`config.mk`:
```
export PLATFORM = sky130hd
export DESIGN_NAME = avmm_gpio_bank
export DESIGN_NICKNAME = d
export VERILOG_FILES = /design/src/rtl/gpio_bank_pkg.sv /design/src/rtl/gpio_debounce.sv /design/src/rtl/avmm_gpio_bank.sv
export SDC_FILE = /design/constraint.sdc
export NUM_CORES = 1
export LEC_CHECK = 0
export ABC_AREA = 1
export BUFFER_PORTS_ARGS = -buffer_cell sky130_fd_sc_hd__buf_4
export CAP_MARGIN = 5
export CORE_MARGIN = 10
export CORE_UTILIZATION = 45
export DETAILED_ROUTE_END_ITERATION = 6
export SYNTH_ARGS = -nofsm -noshare
export SYNTH_HDL_FRONTEND = slang
export SYNTH_SLANG_ARGS = --single-unit
```
`constraint.sdc`:
```
create_clock -name clk_clk -period 1.55 [get_ports clk_clk]
set_input_delay 0.31 -clock clk_clk [delete_from_list [all_inputs] [get_ports clk_clk]]
set_output_delay 0.31 -clock clk_clk [all_outputs]
set_load 0.1 [all_outputs]
```
`src/rtl/gpio_bank_pkg.sv`:
```
// gpio_bank_pkg
//   Shared constants for the Avalon-MM GPIO bank: word offsets of the
//   register map, used by the RTL and by anything that drives the bus.
//   No ports.
package gpio_bank_pkg;

   localparam logic [2:0] ADDR_DATA_IN  = 3'd0;  // RO, debounced inputs
   localparam logic [2:0] ADDR_DATA_OUT = 3'd1;  // RW, output latch
   localparam logic [2:0] ADDR_IRQ_MASK = 3'd2;  // RW
   localparam logic [2:0] ADDR_EDGE_CAP = 3'd3;  // R, write-1-to-clear
   localparam logic [2:0] ADDR_RISE_EN  = 3'd4;  // RW
   localparam logic [2:0] ADDR_FALL_EN  = 3'd5;  // RW
   localparam logic [2:0] ADDR_OUT_SET  = 3'd6;  // WO, 1 bits set DATA_OUT
   localparam logic [2:0] ADDR_OUT_CLR  = 3'd7;  // WO, 1 bits clear DATA_OUT

endpackage

```
`src/rtl/gpio_debounce.sv`:
```
// gpio_debounce
//   One GPIO input bit: 2-flop synchroniser followed by a debounce filter.
//   The debounced value follows the synchronised value only after the two
//   have disagreed for DEBOUNCE_CYCLES consecutive cycles; any agreeing
//   cycle restarts the count. DEBOUNCE_CYCLES = 0 bypasses the filter.
// Ports
//   i_clk        clock, rising edge
//   i_rst_n      asynchronous active-low reset
//   i_async      raw asynchronous input
//   o_debounced  debounced level
module gpio_debounce #(
   parameter int unsigned DEBOUNCE_CYCLES = 50000
)(
   input  logic i_clk,
   input  logic i_rst_n,
   input  logic i_async,
   output logic o_debounced
);

   logic r_meta;
   logic r_sync;

   always_ff @(posedge i_clk or negedge i_rst_n) begin
      if (!i_rst_n) begin
         r_meta <= 1'b0;
         r_sync <= 1'b0;
      end else begin
         r_meta <= i_async;
         r_sync <= r_meta;
      end
   end

   generate
      if (DEBOUNCE_CYCLES == 0) begin : g_bypass
         assign o_debounced = r_sync;
      end else begin : g_filter
         localparam int CNT_W = $clog2(DEBOUNCE_CYCLES + 1);
         // Counter holds the number of disagreeing cycles already seen, so
         // the update happens on the cycle the count would reach
         // DEBOUNCE_CYCLES; it never goes past DEBOUNCE_CYCLES-1.
         localparam logic [CNT_W-1:0] CNT_LAST = CNT_W'(DEBOUNCE_CYCLES - 1);

         logic [CNT_W-1:0] r_cnt;
         logic             r_deb;

         always_ff @(posedge i_clk or negedge i_rst_n) begin
            if (!i_rst_n) begin
               r_cnt <= '0;
               r_deb <= 1'b0;
            end else if (r_sync == r_deb) begin
               r_cnt <= '0;
            end else if (r_cnt == CNT_LAST) begin
               r_deb <= r_sync;
               r_cnt <= '0;
            end else begin
               r_cnt <= r_cnt + CNT_W'(1);
            end
         end

         assign o_debounced = r_deb;
      end
   endgenerate

endmodule

```
`src/rtl/avmm_gpio_bank.sv`:
```
// avmm_gpio_bank
//   Avalon-MM slave GPIO bank: debounced inputs with per-bit rise/fall edge
//   capture and maskable level interrupt, plus a registered output latch
//   with set/clear aliases. Read latency is fixed at one cycle.
// Ports
//   clk_clk        clock, rising edge
//   reset_reset_n  asynchronous active-low reset
//   avs_address    word register index (see gpio_bank_pkg)
//   avs_read       read strobe
//   avs_write      write strobe
//   avs_writedata  write data (bits 31..WIDTH ignored)
//   avs_readdata   read data, valid the cycle after avs_read
//   irq            registered level interrupt
//   gpio_in        asynchronous external inputs
//   gpio_out       registered outputs
module avmm_gpio_bank
   import gpio_bank_pkg::*;
#(
   parameter int unsigned      WIDTH           = 8,
   parameter int unsigned      DEBOUNCE_CYCLES = 50000,
   parameter logic [WIDTH-1:0] OUT_RESET       = '0
)(
   input  logic             clk_clk,
   input  logic             reset_reset_n,
   input  logic [2:0]       avs_address,
   input  logic             avs_read,
   input  logic             avs_write,
   input  logic [31:0]      avs_writedata,
   output logic [31:0]      avs_readdata,
   output logic             irq,
   input  logic [WIDTH-1:0] gpio_in,
   output logic [WIDTH-1:0] gpio_out
);

   logic [WIDTH-1:0] r_data_out;
   logic [WIDTH-1:0] r_irq_mask;
   logic [WIDTH-1:0] r_edge_cap;
   logic [WIDTH-1:0] r_rise_en;
   logic [WIDTH-1:0] r_fall_en;
   logic [WIDTH-1:0] r_deb_prev;
   logic             r_irq;
   logic [31:0]      r_readdata;

   logic [WIDTH-1:0] w_deb;
   logic [WIDTH-1:0] w_wdata;
   logic [WIDTH-1:0] w_edge;
   logic [WIDTH-1:0] w_clr;
   logic [WIDTH-1:0] w_rd_sel;
   logic [31:0]      w_rd_word;
   logic [31:0]      w_unused_wdata;

   genvar gi;
   generate
      for (gi = 0; gi < WIDTH; gi++) begin : g_bit
         gpio_debounce #(
            .DEBOUNCE_CYCLES (DEBOUNCE_CYCLES)
         ) u_debounce (
            .i_clk       (clk_clk),
            .i_rst_n     (reset_reset_n),
            .i_async     (gpio_in[gi]),
            .o_debounced (w_deb[gi])
         );
      end
   endgenerate

   // Upper write-data bits are architecturally ignored.
   assign w_unused_wdata = avs_writedata;
   assign w_wdata        = avs_writedata[WIDTH-1:0];

   assign w_edge = (w_deb & ~r_deb_prev & r_rise_en) |
                   (~w_deb & r_deb_prev & r_fall_en);
   assign w_clr  = (avs_write && avs_address == ADDR_EDGE_CAP) ? w_wdata : '0;

   always_comb begin
      w_rd_sel = '0;
      case (avs_address)
         ADDR_DATA_IN:  w_rd_sel = w_deb;
         ADDR_DATA_OUT: w_rd_sel = r_data_out;
         ADDR_IRQ_MASK: w_rd_sel = r_irq_mask;
         ADDR_EDGE_CAP: w_rd_sel = r_edge_cap;
         ADDR_RISE_EN:  w_rd_sel = r_rise_en;
         ADDR_FALL_EN:  w_rd_sel = r_fall_en;
         default:       w_rd_sel = '0;   // OUT_SET / OUT_CLR are write-only
      endcase
      w_rd_word              = '0;
      w_rd_word[WIDTH-1:0]   = w_rd_sel;
   end

   always_ff @(posedge clk_clk or negedge reset_reset_n) begin
      if (!reset_reset_n) begin
         r_data_out <= OUT_RESET;
         r_irq_mask <= '0;
         r_edge_cap <= '0;
         r_rise_en  <= '0;
         r_fall_en  <= '0;
         r_deb_prev <= '0;
         r_irq      <= 1'b0;
         r_readdata <= '0;
      end else begin
         r_deb_prev <= w_deb;
         // A fresh edge overrides a same-cycle write-1-to-clear.
         r_edge_cap <= (r_edge_cap & ~w_clr) | w_edge;
         r_irq      <= |(r_edge_cap & r_irq_mask);
         // Read data is taken from the pre-write register contents.
         if (avs_read) begin
            r_readdata <= w_rd_word;
         end
         if (avs_write) begin
            case (avs_address)
               ADDR_DATA_OUT: r_data_out <= w_wdata;
               ADDR_IRQ_MASK: r_irq_mask <= w_wdata;
               ADDR_RISE_EN:  r_rise_en  <= w_wdata;
               ADDR_FALL_EN:  r_fall_en  <= w_wdata;
               ADDR_OUT_SET:  r_data_out <= r_data_out | w_wdata;
               ADDR_OUT_CLR:  r_data_out <= r_data_out & ~w_wdata;
               default:       ;
            endcase
         end
      end
   end

   assign gpio_out     = r_data_out;
   assign avs_readdata = r_readdata;
   assign irq          = r_irq;

endmodule

```
Word level (Yosys, flattened, before mapping)
Index checks and enable logic that the tools add are counted.
{"block": "classes", "n_mux": 19, "bitwise": 22, "n_addsub": 8, "reduce_logical": 16, "eq_ne": 23}
{"operator": "$mux 16", "count": 16}
{"operator": "$add 16x1->16 const B", "count": 8}
{"operator": "$eq 16x16->1 const B", "count": 8}
{"operator": "$and 8x8->8", "count": 7}
{"operator": "$pmux 8 s6", "count": 1}
{"operator": "$not 8->8", "count": 4}
{"operator": "$or 8x8->8", "count": 3}
{"operator": "$pmux 8 s3", "count": 1}
{"operator": "$reduce_and 2->1", "count": 12}
{"operator": "$eq 3x3->1 const B", "count": 4}
{"operator": "$eq 1x1->1", "count": 8}
{"operator": "$mux 8", "count": 1}
{"operator": "$not 1->1", "count": 8}
{"operator": "$reduce_or 8->1", "count": 1}
{"operator": "$eq 3x2->1 const B", "count": 2}
{"operator": "$eq 3x1->1 const B", "count": 1}
{"operator": "$logic_not 3->1", "count": 1}
{"operator": "$reduce_bool 3->1", "count": 1}
{"operator": "$logic_and 1x1->1", "count": 1}
{"block": "totals", "regBits": 209, "inputBits": 47, "out_inout_bits": 41}

Depth between registers and ports, before layout
{"block": "depth", "depth_word": 6, "depth_mapped": 8, "depth_no_buf": 8}

Hierarchy
From an unflattened synthesis, not the netlist that was laid out.
{"block": "unflattened", "hier_cells": 1330, "area_unflattened_um2": 11124.4}
{"module": "gpio_debounce", "n_inst": 8, "area_each_um2": 1029.7, "cells_each": 122, "seq_area_each_um2": 475.5}
{"module": "avmm_gpio_bank", "n_inst": 1, "area_each_um2": 2886.5, "cells_each": 354, "seq_area_each_um2": 1426.4}

Worst setup path before layout
No wires, ideal clock.
{"block": "synth_path", "kind": "reg2reg", "start": "reg g_bit[6].u_debounce.g_filter.r_cnt[0]", "end": "reg g_bit[6].u_debounce.g_filter.r_cnt[9]", "required_ps": 1425, "stages_incl_launch_ff": 9, "t_arrival_ps": 1237, "setup_slack_ps": 188, "path_cell_list": "dfrtp_1 -> ha_1 -> nand2_1 -> nor2_1 -> inv_1 -> nor2_1 -> nand2_1 -> nand2_2 -> nor3_1"}
{"block": "synth_between", "elab_chain_len": 3, "elab_cells_between_ends": 4, "cone_classes": "add/sub: 1; eq/ne: 1; mux: 2"}
{"element": "from (decl)", "line": "gpio_debounce.sv:43", "rtl": "logic [CNT_W-1:0] r_cnt;"}
{"element": "from (signal assigned)", "line": "gpio_debounce.sv:56", "rtl": "r_cnt <= r_cnt + CNT_W'(1);"}
{"element": "$add 16x1->16 / $eq 16x16->1 (equally long branches)", "line": "gpio_debounce.sv:56, gpio_debounce.sv:52"}
{"element": "$mux 16 (*)", "line": "gpio_debounce.sv:52", "rtl": "end else if (r_cnt == CNT_LAST) begin"}
{"element": "$mux 16 (*)", "line": "gpio_debounce.sv:50", "rtl": "end else if (r_sync == r_deb) begin"}
Every way passes the cells marked *; elsewhere a longest branch is shown, timed or not.
A chain may end at the register's enable or synchronous reset.

Final worst setup path
{"block": "layout_path", "start": "reg r_data_out[4], in the netlist gpio_out[4]", "end": "out gpio_out[4]"}
{"element": "from (decl)", "line": "avmm_gpio_bank.sv:35", "rtl": "logic [WIDTH-1:0] r_data_out;"}
{"element": "from (signal assigned)", "line": "avmm_gpio_bank.sv:110", "rtl": "ADDR_DATA_OUT: r_data_out <= w_wdata;"}
{"element": "from (signal assigned)", "line": "avmm_gpio_bank.sv:114", "rtl": "ADDR_OUT_SET: r_data_out <= r_data_out | w_wdata;"}
{"element": "from (signal assigned)", "line": "avmm_gpio_bank.sv:115", "rtl": "ADDR_OUT_CLR: r_data_out <= r_data_out & ~w_wdata;"}
{"element": "to (decl)", "line": "avmm_gpio_bank.sv:32", "rtl": "output logic [WIDTH-1:0] gpio_out"}
No word-level cell between the ends.

==> out/results.ini <==
[global_routing]
grt_first_pass_wirelength_mm=41.3
antenna_found_initial=1
grt_max_degree=42
track_usage=0.161
grt-ovfl-total=0
grt_pass1_vias=8562

[setup_path]
crit_path_cell_trace=buf_6
reg2reg_setup_slack_ns=0.12
slowest_stage=dfrtp_1
crit_cells=1
crit_type=flop to output pin
cp.buffers_inverters=1
arrival_ns=1.21
crit_path_max_incr_delay_ns=0.42
critPathTopFamily=flip-flops
worstSetupEndpointType=output pin
critical_path_required_ns=1.24
crit_fanout=3
rr_worst_depth=8
critPathLaunchType=flop

[synthesis]
yosysWarnings=0
synth_cells=1372
yosys-top-cells-area=dfrtp_1 49%, nor2_1 11%, nand2_1 10%, inv_1 5.6%, nand3_1 5.4%
ys_ff_latch=209
syn_avg_cell_area_um2=7.73
ys_types=32
yosysTopAreaCellShare=0.493
ys_seq_area_frac=0.493
synth_area_um2=10600
netlist.top_cell.by_area=dfrtp_1

[clock_network]
clk_path_buf_depth=3
clkSlewWorstSetupHoldPaths_ns=0.06
cts_buffers=24
htree_levels=1
root_buffer=clkbuf_16
cts_tree=yes
cts_post_setup_buffers_inserted=0
clock-sinks=209
worstSkewPairLatency_ns=0.52

[drt]
avgRoutedWirePerCell_um=13.4
wl_mm=24.3
drtIter0Drc=674
via_per_inst=4.88
ant_nets=0
drc=0
num_vias=8857
drtPass1Iterations=5

[timing]
hold_viol=0
setup_viol_count_final=0
layout_setup_ws_ns=0.0262
setup-tns-final_ns=0
clock_skew_ns=0.0201
fmax_ghz=0.656
drv_slew=0
period_share=0.983
min_period_ns=1.52

[run_status]
outcome=finished, final reports clean

[pwr]
seq_power_share=0.447
power.density_nw_per_um2=1080
p_switching_mw=3.94
power_mw=13.5
clkPwrFrac=0.412
comb_power_share=0.141
swShare=0.291
ir_drop_uv=848
internal-power_mw=9.57
leakage_nw=5.76

[die]
die_x_um=174
num_io_pins=88
dieArea_um2=30100
initial_core_util=0.455
coreArea_um2=23300
die_y_um=174
rows=56

[finish]
fin_cells=1816
drive_gt1_frac=0.111
layout_commonest_cell=nor2_1
mostFrequentLayoutCells=295 x nor2_1, 286 x nand2_1, 209 x dfrtp_1
area_growth_pct=18.3
final_nets=1533

[placed_design]
hpwl_mm=17.4
io_buffers=39
dp_cells=1758
routabilityCongestion=0.908
place_ws_ns=0.0553

[hold_path]
min_path_type=input port to flop
holdPathStages=3

[job]
drv_cap=0

metrics by stage:
stage	cell area (um2)	util	hold slack (ns)
floorplan	10700	-	0.0144
detailed placement	11500	0.492	0.228
CTS	12400	0.533	0.000893
global placement	11500	0.492	0.232
finish	12600	0.538	0.0187
global route	12600	0.538	0.000995
Yosys cell counts:
cell,n
o21ai_4,1
ha_1,8
inv_1,158
nor3b_1,4
buf_6,2
o21bai_1,4
o21ai_2,8
a211oi_1,2
xor2_1,31
nor2_8,2
o211ai_1,4
o21ai_1,29
nor2_1,303
nand3_1,114
nand2_4,3
o221ai_1,3
xnor2_1,11
dfrtp_1,209
nor2_4,3
nand2_2,11
nand2_1,292
a21oi_1,39
buf_2,1
conb_1,1
o21ai_0,12
clkbuf_1,1
nand4_1,23
a22o_1,2
nor2_2,4
inv_2,3
buf_4,26
nor3_1,58
sequential cells by signal (all words and copies together), names as in the netlist:
name / flops
r_deb_prev: 8
avs_readdata: 8
gpio_out: 8
r_irq_mask: 8
r_edge_cap: 8
irq: 1
g_bit.u_debounce.o_debounced: 8
g_bit.u_debounce.r_meta: 8
r_fall_en: 8
g_bit.u_debounce.g_filter.r_cnt: 128
g_bit.u_debounce.r_sync: 8
r_rise_en: 8
power by group through the flow:
stage	Clock (mW)	Combinational, mW	Sequential [mW]
4_1_cts	5.75	1.90	6.03
3_3_place_gp	0	1.82	6.12
3_5_place_dp	0	1.83	6.12
5_1_grt	5.99	2.06	6.08
2_1_floorplan	0	0.797	6.62
6_report	5.56	1.91	6.04
layer usage:
metal  global-route usage  routed length (um)  vias up
li1                     -                   -     4536
met1                0.213               11400     4113
met2                0.265               11300      170
met3               0.0281                1050       38
met4               0.0413                 538        0
met5                    0                   0        -
cells by family after synthesis:
| kind of cell | Yosys count | share of synthesized area |
|---|---|---|
| other | 1 | 0.000354 |
| adders and majority gates | 8 | 0.00944 |
| AOI/OAI and AO/OA | 104 | 0.0571 |
| and+or+nand+nor | 817 | 0.327 |
| xor gates and xnor gates | 42 | 0.0347 |
| DFF | 209 | 0.493 |
| buffers and inverters | 191 | 0.0783 |
cell type report:
type / count / area, um2
clock inverter: 7 / 77.6
antenna: 1 / 2.50
inverter: 161 / 604
timing repair buffer: 86 / 801
sequential: 209 / 5230
clock buffer: 37 / 709
tap: 319 / 399
fill: 2221 / 10800
multi-input combinational: 996 / 4730
worst reg2reg max path: cells and delay by family (launching register included):
kind / cells / cell delay [ns]
buffers and inverters: 1 / 0.06
adder cells (fa/ha/maj): 1 / 0.18
AND/OR/NAND/NOR: 6 / 0.70
flip-flops: 1 / 0.37
final timing paths:
check	from	endpoint
worst max-delay path	gpio_out[4]$_DFFE_PN0P_	gpio_out[4]
worst min-delay path	avs_writedata[5]	gpio_out[5]$_DFFE_PN0P_
worst max register to register	g_bit[0].u_debounce.g_filter.r_cnt[0]$_DFF_PN0_	g_bit[0].u_debounce.g_filter.r_cnt[9]$_DFF_PN0_
worst min register to register	g_bit[5].u_debounce.r_meta$_DFF_PN0_	g_bit[5].u_debounce.r_sync$_DFF_PN0_
max in group asynchronous	reset_reset_n	g_bit[7].u_debounce.g_filter.r_cnt[14]$_DFF_PN0_
min in group asynchronous	reset_reset_n	g_bit[7].u_debounce.g_filter.r_cnt[2]$_DFF_PN0_
repair_timing:
action | 4_1_cts | 5_1_grt
resized for setup | 13 | 29
endpoints found under the hold margin | 48 | 0
hold buffers | 12 | 0
pin swaps | 0 | 1
endpoints found under the setup margin | 13 | 62
gates cloned | 0 | 1
Note: power is estimated with default switching activity, not from simulation.
